===== src/rtl/emu_go_ctrl.sv =====
// Emulator-side run controller: turns go_vio requests into bounded bursts of time steps,
// drives emu_stall/dt_out to the analog models and owns the accumulated emulated time.
module emu_go_ctrl #(
  parameter int unsigned TIME_WIDTH  = 40,
  parameter int unsigned DT_WIDTH    = 32,
  parameter int unsigned STEP_WIDTH  = 16,
  parameter int unsigned SYNC_STAGES = 2
) (
  input  logic                  emu_clk,
  input  logic                  emu_rst_n,
  input  logic                  go_vio,
  input  logic [1:0]            mode,
  input  logic [DT_WIDTH-1:0]   step_dt,
  input  logic [STEP_WIDTH-1:0] steps_per_go,
  input  logic [TIME_WIDTH-1:0] t_stop,
  output logic                  emu_stall,
  output logic [DT_WIDTH-1:0]   dt_out,
  output logic [TIME_WIDTH-1:0] emu_time,
  output logic                  busy,
  output logic                  done_pulse,
  output logic                  go_overrun,
  output logic                  time_ovf
);

  typedef enum logic [1:0] {
    ModeGoStep = 2'b00,
    ModeFree   = 2'b01,
    ModeUntil  = 2'b10,
    ModeStall  = 2'b11
  } mode_e;

  typedef enum logic [0:0] {StIdle, StRun} state_e;

  state_e                  state_q, state_d;
  logic [SYNC_STAGES-1:0]  sync_q, sync_d;
  logic                    prev_q, prev_d;
  logic [STEP_WIDTH-1:0]   cnt_q, cnt_d;
  logic [TIME_WIDTH-1:0]   time_q, time_d;
  logic                    busy_q, busy_d;
  logic                    done_q, done_d;
  logic                    overrun_q, overrun_d;
  logic                    ovf_q, ovf_d;

  logic                    synced;
  logic                    go_edge;
  logic                    advance;
  logic [TIME_WIDTH-1:0]   remain;
  logic [TIME_WIDTH-1:0]   step_ext;
  logic [TIME_WIDTH-1:0]   dt_w;
  logic [TIME_WIDTH:0]     sum;

  assign sync_d  = {sync_q[SYNC_STAGES-2:0], go_vio};
  assign synced  = sync_q[SYNC_STAGES-1];
  assign prev_d  = synced;
  assign go_edge = synced & ~prev_q;

  always_comb begin
    advance = 1'b0;
    unique case (mode_e'(mode))
      ModeGoStep: advance = (state_q == StRun);
      ModeFree:   advance = 1'b1;
      ModeUntil:  advance = (time_q < t_stop);
      ModeStall:  advance = 1'b0;
      default:    advance = 1'b0;
    endcase
  end

  // In UNTIL mode the last step is clipped so time lands exactly on t_stop.
  assign remain   = t_stop - time_q;
  assign step_ext = TIME_WIDTH'(step_dt);

  always_comb begin
    dt_w = '0;
    if (advance) begin
      if ((mode_e'(mode) == ModeUntil) && (remain < step_ext)) begin
        dt_w = remain;
      end else begin
        dt_w = step_ext;
      end
    end
  end

  assign sum = {1'b0, time_q} + {1'b0, dt_w};

  always_comb begin
    time_d = sum[TIME_WIDTH-1:0];
    ovf_d  = ovf_q;
    if (sum[TIME_WIDTH]) begin
      time_d = '1;
      ovf_d  = 1'b1;
    end
  end

  always_comb begin
    state_d   = state_q;
    cnt_d     = cnt_q;
    busy_d    = busy_q;
    done_d    = 1'b0;
    overrun_d = overrun_q;
    if ((state_q == StRun) && go_edge) begin
      overrun_d = 1'b1;
    end
    if (mode_e'(mode) != ModeGoStep) begin
      // Leaving GO_STEP aborts any burst silently.
      state_d = StIdle;
      busy_d  = 1'b0;
    end else begin
      unique case (state_q)
        StIdle: begin
          if (go_edge) begin
            if (steps_per_go != '0) begin
              state_d = StRun;
              cnt_d   = steps_per_go;
              busy_d  = 1'b1;
            end else begin
              done_d = 1'b1;
            end
          end
        end
        StRun: begin
          if (cnt_q == STEP_WIDTH'(1)) begin
            state_d = StIdle;
            busy_d  = 1'b0;
            done_d  = 1'b1;
          end else begin
            cnt_d = cnt_q - STEP_WIDTH'(1);
          end
        end
        default: state_d = StIdle;
      endcase
    end
  end

  always_ff @(posedge emu_clk or negedge emu_rst_n) begin
    if (!emu_rst_n) begin
      state_q   <= StIdle;
      sync_q    <= '0;
      prev_q    <= 1'b0;
      cnt_q     <= '0;
      time_q    <= '0;
      busy_q    <= 1'b0;
      done_q    <= 1'b0;
      overrun_q <= 1'b0;
      ovf_q     <= 1'b0;
    end else begin
      state_q   <= state_d;
      sync_q    <= sync_d;
      prev_q    <= prev_d;
      cnt_q     <= cnt_d;
      time_q    <= time_d;
      busy_q    <= busy_d;
      done_q    <= done_d;
      overrun_q <= overrun_d;
      ovf_q     <= ovf_d;
    end
  end

  assign emu_stall  = ~advance;
  assign dt_out     = dt_w[DT_WIDTH-1:0];
  assign emu_time   = time_q;
  assign busy       = busy_q;
  assign done_pulse = done_q;
  assign go_overrun = overrun_q;
  assign time_ovf   = ovf_q;

endmodule


===== config.mk =====
export PLATFORM = sky130hd
export DESIGN_NAME = emu_go_ctrl
export DESIGN_NICKNAME = d
export VERILOG_FILES = /design/src/rtl/emu_go_ctrl.sv
export SDC_FILE = /design/constraint.sdc
export NUM_CORES = 1
export LEC_CHECK = 0
export CAP_MARGIN = 20
export CORE_MARGIN = 2
export CORE_UTILIZATION = 48
export DETAILED_ROUTE_END_ITERATION = 6
export GPL_TIMING_DRIVEN = 0
export PLACE_DENSITY = 0.79
export SYNTH_ARGS = -nofsm -noshare
export SYNTH_HDL_FRONTEND = slang
export SYNTH_SLANG_ARGS = --single-unit

===== constraint.sdc =====
create_clock -name emu_clk -period 6.3 [get_ports emu_clk]
set_input_delay 0.63 -clock emu_clk [delete_from_list [all_inputs] [get_ports emu_clk]]
set_output_delay 0.63 -clock emu_clk [all_outputs]
set_load 0.05 [all_outputs]

==> flow_metrics.py, run 1 <==
metrics = {
    "sta": {
        "slew_viol_final": 0,
        "fin_worst_skew_ns": 0.00684,
        "layout_setup_ws_ns": -1.03,
        "period_share_pct": 116,
        "setup_violations": 51,
        "fmax_mhz": 136,
        "worst_pin_slew_ns": 1.07,
        "period_needed_ns": 7.33,
        "rsz0062_at_grt": "yes",
        "setup_tns_ns": -39.45,
        "finalHoldViolations": 0,
        "slew_headroom_pct": 28.7,
    },
    "global_routing": {
        "grt_start_max_net_pins": 65,
        "grt_pass1_vias": 9576,
        "grt_remaining_overflow": 0,
        "grt_use_total_pct": 35.2,
        "grt_pass1_wl_um": 50400,
        "grt_antenna_before_repair": 0,
    },
    "floorplan": {
        "die_h_um": 135,
        "coreArea_um2": 16600,
        "dieArea_um2": 18100,
        "die_x_um": 135,
        "start_util_pct": 49.1,
        "ios": 170,
        "rows": 47,
    },
    "clock_tree": {
        "clock_path_buffers": 2,
        "ctsHoldBuffers": 0,
        "cts_tree": "yes",
        "clock-sinks": 64,
        "clk_pin_slew_ns": 0.06,
        "root_buffer": "clkbuf_16",
        "htree_levels": 3,
        "cts_made_buffers": 9,
        "clk-insertion-delay-late_ns": 0.34,
    },
    "hold_path": {
        "hold_path_class": "register to register",
        "whs_path_depth": 0,
    },
    "power": {
        "power.internal_mw": 2.92,
        "power.switching_mw": 3.08,
        "p_clk_share_pct": 10.0,
        "p_comb_share_pct": 77.9,
        "peakVddDrop_v": 0.000372,
        "cellPowerDensity_nw_per_um2": 461,
        "switching_share_pct": 51.3,
        "p_seq_share_pct": 12.1,
        "p_leak_nw": 5.74,
    },
    "finish": {
        "nets": 1601,
        "area_growth_syn_to_layout_pct": 59.1,
        "drive_above_1_share_pct": 30.4,
        "n_antenna_cell": 0,
    },
    "place": {
        "post-place-ws_ns": -2.53,
        "dp.final_hpwl_um": 22900,
        "gp_congestion": 0.958,
        "portBuffers": 169,
    },
    "outcome": {
        "violations": "setup timing",
        "status": "finished, violations left",
    },
    "worst_setup_path": {
        "end_kind": "register",
        "cp.arrival_ns": 7.55,
        "reg2reg_depth": 37,
        "worstPathRequired_ns": 6.52,
        "slowest_delay_ns": 0.40,
        "crit_fanout": 7,
        "worstSetupPathType": "register to register",
        "cpMaxStageDelayCell": "dfrtp_2",
        "start_kind": "register",
    },
    "synthesis": {
        "synth_edf_count": 0,
        "synth_seq_cells": 64,
        "yosysSeqAreaShare_pct": 19.6,
        "ys_warn_count": 0,
        "syn_area_per_cell_um2": 7.48,
        "syn_inst": 1094,
        "async_flop_share_pct": 100,
        "synth_cell_types": 65,
        "syn_area_um2": 8180,
        "synth_ff_type": "dfrtp_1",
    },
    "drt": {
        "via_per_inst": 6.31,
        "drt-total-wl_um": 34400,
        "num_vias": 10210,
        "firstDrtPassIters": 6,
        "postRouteAntennaNets": 0,
        "dr.first_iter.drc_count": 971,
        "wl_per_cell_um": 21.3,
        "remaining_drc_errors": 0,
    },
    "run": {
        "drv_cap": 0,
    },
}
## layout by cell type (no fill, tap or decap), types with 7 or more instances in the layout
cell type | netlist | routed
nor2_1 | 52 | 49
clkbuf_1 | 28 | 22
nand4_1 | 15 | 15
o21ai_2 | 2 | 15
ha_2 | 0 | 7
dfrtp_1 | 64 | 54
xnor2_1 | 43 | 38
nand2b_1 | 14 | 14
o21ai_1 | 7 | 27
ha_1 | 113 | 73
inv_1 | 102 | 96
nand2_1 | 90 | 60
ha_4 | 0 | 33
buf_2 | 6 | 7
nand3_1 | 73 | 65
a21oi_1 | 125 | 76
clkbuf_2 | 0 | 26
o21bai_1 | 9 | 9
nor3_1 | 25 | 16
clkbuf_16 | 0 | 10
a21oi_4 | 0 | 20
o22ai_1 | 15 | 14
o21a_1 | 13 | 12
clkdlybuf4s50_1 | 0 | 123
buf_4 | 3 | 107
dfrtp_2 | 0 | 10
buf_6 | 0 | 7
a21oi_2 | 3 | 32
nand2_2 | 0 | 26
xor2_1 | 26 | 21
nor4_1 | 8 | 8
o21ai_0 | 91 | 56
a21o_1 | 46 | 45
conb_1 | 1 | 8
## synth_stat cells (11+ instances only)
cell type | number | area, um2
o21ai_0 | 91 | 455
nor3_1 | 25 | 125
nand2_1 | 90 | 338
clkbuf_1 | 28 | 105
a211oi_1 | 11 | 82.6
a21oi_1 | 125 | 626
a21o_1 | 46 | 345
nor2_1 | 52 | 195
ha_1 | 113 | 1410
nand4_1 | 15 | 93.8
o22ai_1 | 15 | 93.8
o21a_1 | 13 | 97.6
nand2b_1 | 14 | 87.6
nand3_1 | 73 | 365
dfrtp_1 | 64 | 1600
xor2_1 | 26 | 228
xnor2_1 | 43 | 377
inv_1 | 102 | 383
## worst max-delay path, delay by kind of cell, from the launching register on
family / cells / cell delay [ns]
compound gates: 22 / 4.33
flops: 1 / 0.40
simple gates: 5 / 0.50
xor+xnor: 1 / 0.28
fa+ha+maj: 3 / 0.84
buf+inv: 6 / 0.83
## stage by stage
stage          power (mW)  cells  hold WS, ns  util, %  instance area (um2)
4_1_cts              5.41   1583        0.354     74.8                12400
5_1_grt              6.32   1618        0.358     78.2                13000
2_1_floorplan        3.16   1101        0.331        -                 8750
3_3_place_gp         4.02   1490        0.335     64.4                10700
3_5_place_dp         4.07   1490        0.347     64.4                10700
6_report             6.00   1618        0.355     78.2                13000
## power by group through the flow
stage / clock, mW / sequential, mW / combinational [mW]
floorplan: 0 / 0.965 / 2.20
global placement: 0 / 0.717 / 3.31
detailed placement: 0 / 0.718 / 3.35
CTS: 0.597 / 0.709 / 4.11
global route: 0.617 / 0.735 / 4.97
finish: 0.597 / 0.727 / 4.67
## layer usage
metal / global-route usage (%) / share of wire, %
met5: 0 / 0
met1: 44.9 / 39
met2: 59.4 / 47
met4: 13.7 / 4.7
met3: 5.97 / 9.9
## cell families (layout without fill, tap and decap cells)
logic type	count (synthesis)	in the layout	synth area share [%]
buffers and inverters	139	436	6.61
and+or+nand+nor	321	321	19.2
other	1	8	0.0458
adders and majority gates	115	115	17.8
AOI/OAI and AO/OA	384	384	29.3
DFF	64	64	19.6
xor gates and xnor gates	69	69	7.39
muxes	1	1	0.122
## final cells by class
cell class | count | area, um2
Timing Repair Buffer | 283 | 2470
Buffer | 35 | 258
Tap cell | 220 | 275
Clock buffer | 11 | 243
Multi-Input combinational cell | 898 | 7660
Fill cell | 1108 | 3630
Inverter | 102 | 390
Clock inverter | 5 | 104
Sequential cell | 64 | 1610
## registers in the layout, summed over array words and instances, names as in the netlist
name / flops
busy: 1
cnt_q: 16
done_pulse: 1
emu_time: 40
go_overrun: 1
prev_q: 1
state_q: 1
sync_q: 2
time_ovf: 1
## final timing paths
kind                           endpoint   startpoint  slack [ns]
min in group asynchronous   emu_time[5]    emu_rst_n        0.41
setup reg to reg           emu_time[22]  emu_time[2]       -1.03
max in group asynchronous  emu_time[11]    emu_rst_n        5.28
hold / removal                sync_q[1]    sync_q[0]        0.36
setup / recovery           emu_time[22]  emu_time[2]       -1.03
hold reg to reg               sync_q[1]    sync_q[0]        0.36
## what timing repair did
item                       4_1_cts  5_1_grt
cloned                           3        0
setup endpoints to repair       74       74
gates resized for setup        233      168
pin swaps                       80       65
buffers inserted                75       40
(Power assumes the default switching activity.)
==> run 2, diff against run 1 <==
Settings changed: CORE_MARGIN 2 to 1, CORE_UTILIZATION 48 to 42, PLACE_DENSITY 0.79 to 0.7.
==> flow_metrics.py, run 2 (synthesis results as in run 1) <==
metrics = {
    "place": {
        "postPlaceCellArea_um2": 10800,
        "portBuffers": 169,
        "gp_congestion": 0.956,
        "post-place-ws_ns": -2.67,
        "dp.final_hpwl_um": 23000,
        "dp_cells": 1531,
    },
    "clock_tree": {
        "htree_levels": 3,
        "ctsHoldBuffers": 0,
        "root_buffer": "clkbuf_16",
        "clock_path_buffers": 2,
        "cts_made_buffers": 9,
        "clk_pin_slew_ns": 0.06,
        "clk-insertion-delay-late_ns": 0.34,
        "clock-sinks": 64,
        "cts_tree": "yes",
    },
    "drt": {
        "wl_met3_um": 2440,
        "top_layer": "met4",
        "dr.first_iter.drc_count": 793,
        "num_vias": 9709,
        "wl_per_cell_um": 19.3,
        "firstDrtPassIters": 4,
        "wl_met1_um": 13700,
        "wl_met2_um": 14600,
        "remaining_drc_errors": 0,
        "via_per_inst": 5.86,
        "postRouteAntennaNets": 0,
        "drt-total-wl_um": 31900,
    },
    "hold_path": {
        "hold_path_class": "register to register",
        "worst_hold_startpoint": "sync_q[0]",
    },
    "floorplan": {
        "ios": 170,
        "coreArea_um2": 18900,
        "rows": 50,
        "die_x_um": 142,
        "die_h_um": 142,
        "dieArea_um2": 20000,
        "start_util_pct": 43.3,
    },
    "power": {
        "power.switching_mw": 2.93,
        "power_mw": 5.67,
        "peakVddDrop_v": 0.000220,
        "p_clk_share_pct": 8.5,
        "power.internal_mw": 2.73,
        "switching_share_pct": 51.8,
        "p_seq_share_pct": 12.7,
        "p_comb_share_pct": 78.8,
        "p_leak_nw": 5.67,
        "cellPowerDensity_nw_per_um2": 434,
    },
    "finish": {
        "area_growth_syn_to_layout_pct": 59.5,
        "final_util_pct": 69.1,
        "final_cell_mix": "clkdlybuf4s50_1 (128), buf_4 (105), inv_1 (97), a21oi_1 (80), ha_1 (71)",
        "largest_register_ffs": 40,
        "drive_above_1_share_pct": 29.8,
        "layoutNonFillerInstCount": 1658,
        "final_common_cell": "clkdlybuf4s50_1",
        "design_area_um2": 13000,
        "n_antenna_cell": 0,
        "nets": 1601,
        "fill_cells": 1492,
    },
    "worst_setup_path": {
        "start_kind": "register",
        "worstSetupPathType": "register to register",
        "cpMaxStageDelayCell": "dfrtp_2",
        "critPathLaunch": "emu_time[2]",
        "slowest_delay_ns": 0.40,
        "crit_fanout": 7,
        "cp.arrival_ns": 7.32,
        "worstPathRequired_ns": 6.52,
        "end_kind": "register",
        "reg2reg_from": "emu_time[2]",
    },
    "run": {
        "drv_cap": 0,
    },
    "sta": {
        "setup_violations": 41,
        "slew_viol_final": 0,
        "slew_headroom_pct": 22.1,
        "fin_worst_skew_ns": 0.00606,
        "period_share_pct": 113,
        "rsz0062_at_grt": "yes",
        "period_needed_ns": 7.10,
        "worst_pin_slew_ns": 1.17,
        "setup_tns_ns": -30.49,
        "fmax_mhz": 141,
        "layout_setup_ws_ns": -0.800,
        "finalHoldViolations": 0,
        "fin_hold_ws_ns": 0.366,
    },
    "outcome": {
        "violations": "setup timing",
        "status": "finished, violations left",
    },
    "global_routing": {
        "grt_antenna_before_repair": 0,
        "grt_use_total_pct": 30.8,
        "grt_start_max_net_pins": 65,
        "grt_remaining_overflow": 0,
        "grt_pass1_vias": 9338,
        "grt_pass1_wl_um": 48200,
    },
}
run 2: cell count changes in the layout (fill, tap and decap cells not counted), sizes merged, moves of 2 or more:
| cell | change |
|---|---|
| buf | +4 |
| dlymetal6s2s | -5 |
| clkbuf | -2 |
| clkdlybuf4s50 | +5 |
| bufinv | -3 |
run 2: area by class of cell:
| class | count | area (um2) | area share [%] |
|---|---|---|---|
| flip-flops and latches | 64 | 1610 | 12.4 |
| well taps | 260 | 325 | 2.49 |
| clock inverters | 2 | 13.8 | 0.105 |
| inverters | 102 | 388 | 2.97 |
| multi-input cells | 898 | 7680 | 58.9 |
| clock buffers | 14 | 264 | 2.02 |
| repair buffers | 286 | 2540 | 19.5 |
| plain buffers | 32 | 218 | 1.67 |
run 2: metal layers:
layer	global-route usage (%)	vias to the layer above
met1	41.5	4628
li1	-	4573
met4	12.9	0
met2	49.2	433
met5	0	-
met3	4.56	75
run 2: timing repair:
| item | in CTS | in global routing |
|---|---|---|
| gates cloned | 2 | 1 |
| gates resized for setup | 233 | 166 |
| pin swaps | 89 | 57 |
| buffers inserted | 80 | 34 |
| endpoints found under the setup margin | 74 | 74 |
run 2: worst paths after layout:
kind / cells after the start / slack, ns / endpoint
max reg2reg: 39 / -0.80 / emu_time[8]
min in group asynchronous: 1 / 0.40 / emu_time[4]
max: 39 / -0.80 / emu_time[8]
min: 0 / 0.37 / sync_q[1]
min reg2reg: 0 / 0.37 / sync_q[1]
max in group asynchronous: 1 / 5.25 / emu_time[20]
run 2: critical path, delay by kind of cell (launching register included):
family,cells,cell delay [ns]
adders and majority gates,3,0.88
and+or+nand+nor,4,0.46
buffers and inverters,9,1.29
AOI/OAI and AO/OA,22,3.76
xor gates and xnor gates,1,0.16
DFF,1,0.40
run 2: power groups by stage:
stage / Combinational, mW / Clock (mW) / Sequential [mW]
after floorplan: 2.20 / 0 / 0.965
final: 4.47 / 0.480 / 0.720
after global placement: 3.33 / 0 / 0.716
after CTS: 4.00 / 0.483 / 0.711
after global routing: 4.80 / 0.499 / 0.735
after detailed placement: 3.36 / 0 / 0.716
==> run 3, diff against run 2 <==
Settings changed: HOLD_SLACK_MARGIN set to 0.15.
Clock period 6.3 ns to 5.8 ns, I/O delays scaled along.
==> flow_metrics.py, run 3 (synthesis results as in run 1) <==
metrics = {
    "outcome": {
        "status": "finished, violations left",
        "violations": "setup timing",
    },
    "place": {
        "postPlaceCellArea_um2": 10800,
        "gp_congestion": 0.960,
        "post-place-ws_ns": -3.16,
        "portBuffers": 169,
        "dp.final_hpwl_um": 23200,
    },
    "sta": {
        "period_share_pct": 124,
        "slew_viol_final": 0,
        "finalHoldViolations": 0,
        "rsz0062_at_grt": "yes",
        "fin_hold_ws_ns": 0.351,
        "worst_pin_slew_ns": 1.22,
        "layout_setup_ws_ns": -1.42,
        "period_needed_ns": 7.22,
        "slew_headroom_pct": 18.8,
        "fmax_mhz": 139,
        "setup_violations": 73,
        "fin_worst_skew_ns": 0.00872,
    },
    "finish": {
        "largest_register_ffs": 40,
        "drive_above_1_share_pct": 29.6,
        "design_area_um2": 13200,
        "final_common_cell": "clkdlybuf4s50_1",
        "area_growth_syn_to_layout_pct": 61.6,
        "final_cell_mix": "clkdlybuf4s50_1 (126), inv_1 (97), buf_4 (81), a21oi_1 (78), ha_1 (77)",
        "final_util_pct": 70.0,
        "nets": 1588,
        "n_antenna_cell": 0,
    },
    "run": {
        "drv_cap": 0,
    },
    "floorplan": {
        "start_util_pct": 43.3,
        "die_x_um": 142,
        "ios": 170,
        "die_h_um": 142,
        "coreArea_um2": 18900,
        "dieArea_um2": 20000,
        "rows": 50,
    },
    "worst_setup_path": {
        "path_buf_inv": 8,
        "start_kind": "register",
        "end_kind": "register",
        "reg2reg_slack_ns": -1.42,
        "reg2reg_depth": 37,
        "worstSetupPathType": "register to register",
        "slowest_delay_ns": 0.50,
        "crit_fanout": 7,
        "worstPathRequired_ns": 6.02,
        "reg2reg_to": "emu_time[3]",
        "cpMaxStageDelayCell": "or4_4",
        "cp.arrival_ns": 7.44,
        "critPathTopFamily": "compound AO/OA/AOI/OAI gates",
        "reg2reg_from": "emu_time[4]",
    },
    "power": {
        "cellPowerDensity_nw_per_um2": 473,
        "p_seq_share_pct": 12.4,
        "power.internal_mw": 3.03,
        "peakVddDrop_v": 0.000273,
        "p_comb_share_pct": 77.7,
        "switching_share_pct": 51.6,
        "p_clk_share_pct": 9.9,
        "power.switching_mw": 3.23,
        "p_leak_nw": 5.74,
    },
    "clock_tree": {
        "ctsHoldBuffers": 0,
        "clk_pin_slew_ns": 0.06,
        "htree_levels": 3,
        "clk-insertion-delay-late_ns": 0.34,
        "root_buffer": "clkbuf_16",
        "clock-sinks": 64,
        "cts_tree": "yes",
        "clock_path_buffers": 2,
        "cts_made_buffers": 9,
    },
    "global_routing": {
        "use_met1_pct": 40.7,
        "grt_antenna_before_repair": 0,
        "grt_pass1_vias": 9053,
        "grt_use_total_pct": 30.7,
        "grt_pass1_wl_um": 47700,
        "met2_usage_pct": 51.1,
        "grt_util_met3_pct": 4.52,
        "grt_start_max_net_pins": 65,
        "top_usage_layer": "met2",
        "grt_remaining_overflow": 0,
    },
    "drt": {
        "dr.first_iter.drc_count": 879,
        "drt-total-wl_um": 32700,
        "via_per_inst": 5.95,
        "num_vias": 9781,
        "wl_per_cell_um": 19.9,
        "postRouteAntennaNets": 0,
        "firstDrtPassIters": 5,
        "remaining_drc_errors": 0,
    },
    "hold_path": {
        "hold_path_class": "input pin to asynchronous set/reset pin",
    },
}
[run 3: cell types whose count changed in the layout (fill, tap and decap cells not counted), sizes merged]
cell           delta
clkbuf           -23
buf              +12
bufinv            +2
clkdlybuf4s50     -2
clkinv            -2
dlygate4sd2       -2
dlymetal6s2s      +2
bufbuf            -1
clkdlybuf4s15     +1
[run 3: metrics by stage]
stage / power (mW) / cells / TNS, ns
after floorplan: 3.44 / 1101 / -38.32
after CTS: 5.69 / 1606 / -44.71
after global routing: 6.62 / 1645 / -78.02
final: 6.26 / 1645 / -63.28
after global placement: 4.40 / 1530 / -168.17
after detailed placement: 4.43 / 1530 / -169.69
[run 3: what timing repair did]
item | 4_1_cts | 5_1_grt
gates cloned | 2 | 1
buffers inserted | 59 | 41
resized for setup | 376 | 167
pin swaps | 75 | 62
setup endpoints to repair | 74 | 74
[run 3: area by class of cell]
cell class                      instances  area (um2)
Multi-Input combinational cell        898        7620
Fill cell                            1478        5670
Timing Repair Buffer                  271        2690
Sequential cell                        64        1620
Inverter                              102         385
Tap cell                              260         325
Clock buffer                           14         274
Buffer                                 34         253
Clock inverter                          2        60.1
[run 3: worst max-delay path by stage]
stage	to	start	slack (ns)	cells after the start
6_report	emu_time[3]	emu_time[4]	-1.42	37
3_3_place_gp	emu_time[36]	t_stop[3]	-3.15	34
5_1_grt	emu_time[35]	t_stop[27]	-1.68	34
4_1_cts	emu_time[31]	emu_time[2]	-1.11	38
3_5_place_dp	emu_time[31]	t_stop[3]	-3.16	34
2_1_floorplan	emu_time[20]	emu_time[1]	-0.99	35
[run 3: power groups by stage]
stage / clock, mW / combinational [mW] / sequential [mW]
5_1_grt: 0.641 / 5.19 / 0.793
4_1_cts: 0.618 / 4.30 / 0.767
2_1_floorplan: 0 / 2.39 / 1.05
3_5_place_dp: 0 / 3.65 / 0.779
6_report: 0.620 / 4.86 / 0.777
3_3_place_gp: 0 / 3.62 / 0.778
[run 3: routing by layer]
| metal | share of wire [%] | vias up |
|---|---|---|
| met4 | 3.5 | 0 |
| met1 | 41 | 4673 |
| met5 | 0 | - |
| met3 | 8.4 | 81 |
| met2 | 47 | 478 |
| li1 | - | 4549 |
[run 3: worst reg2reg max path: cells and delay by family, from the launching register on]
kind | cells | cell delay, ns
buffers and inverters | 8 | 1.19
DFF | 1 | 0.38
AOI/OAI and AO/OA | 18 | 3.34
and+or+nand+nor | 7 | 1.19
adders and majority gates | 3 | 0.82
xor gates and xnor gates | 1 | 0.18
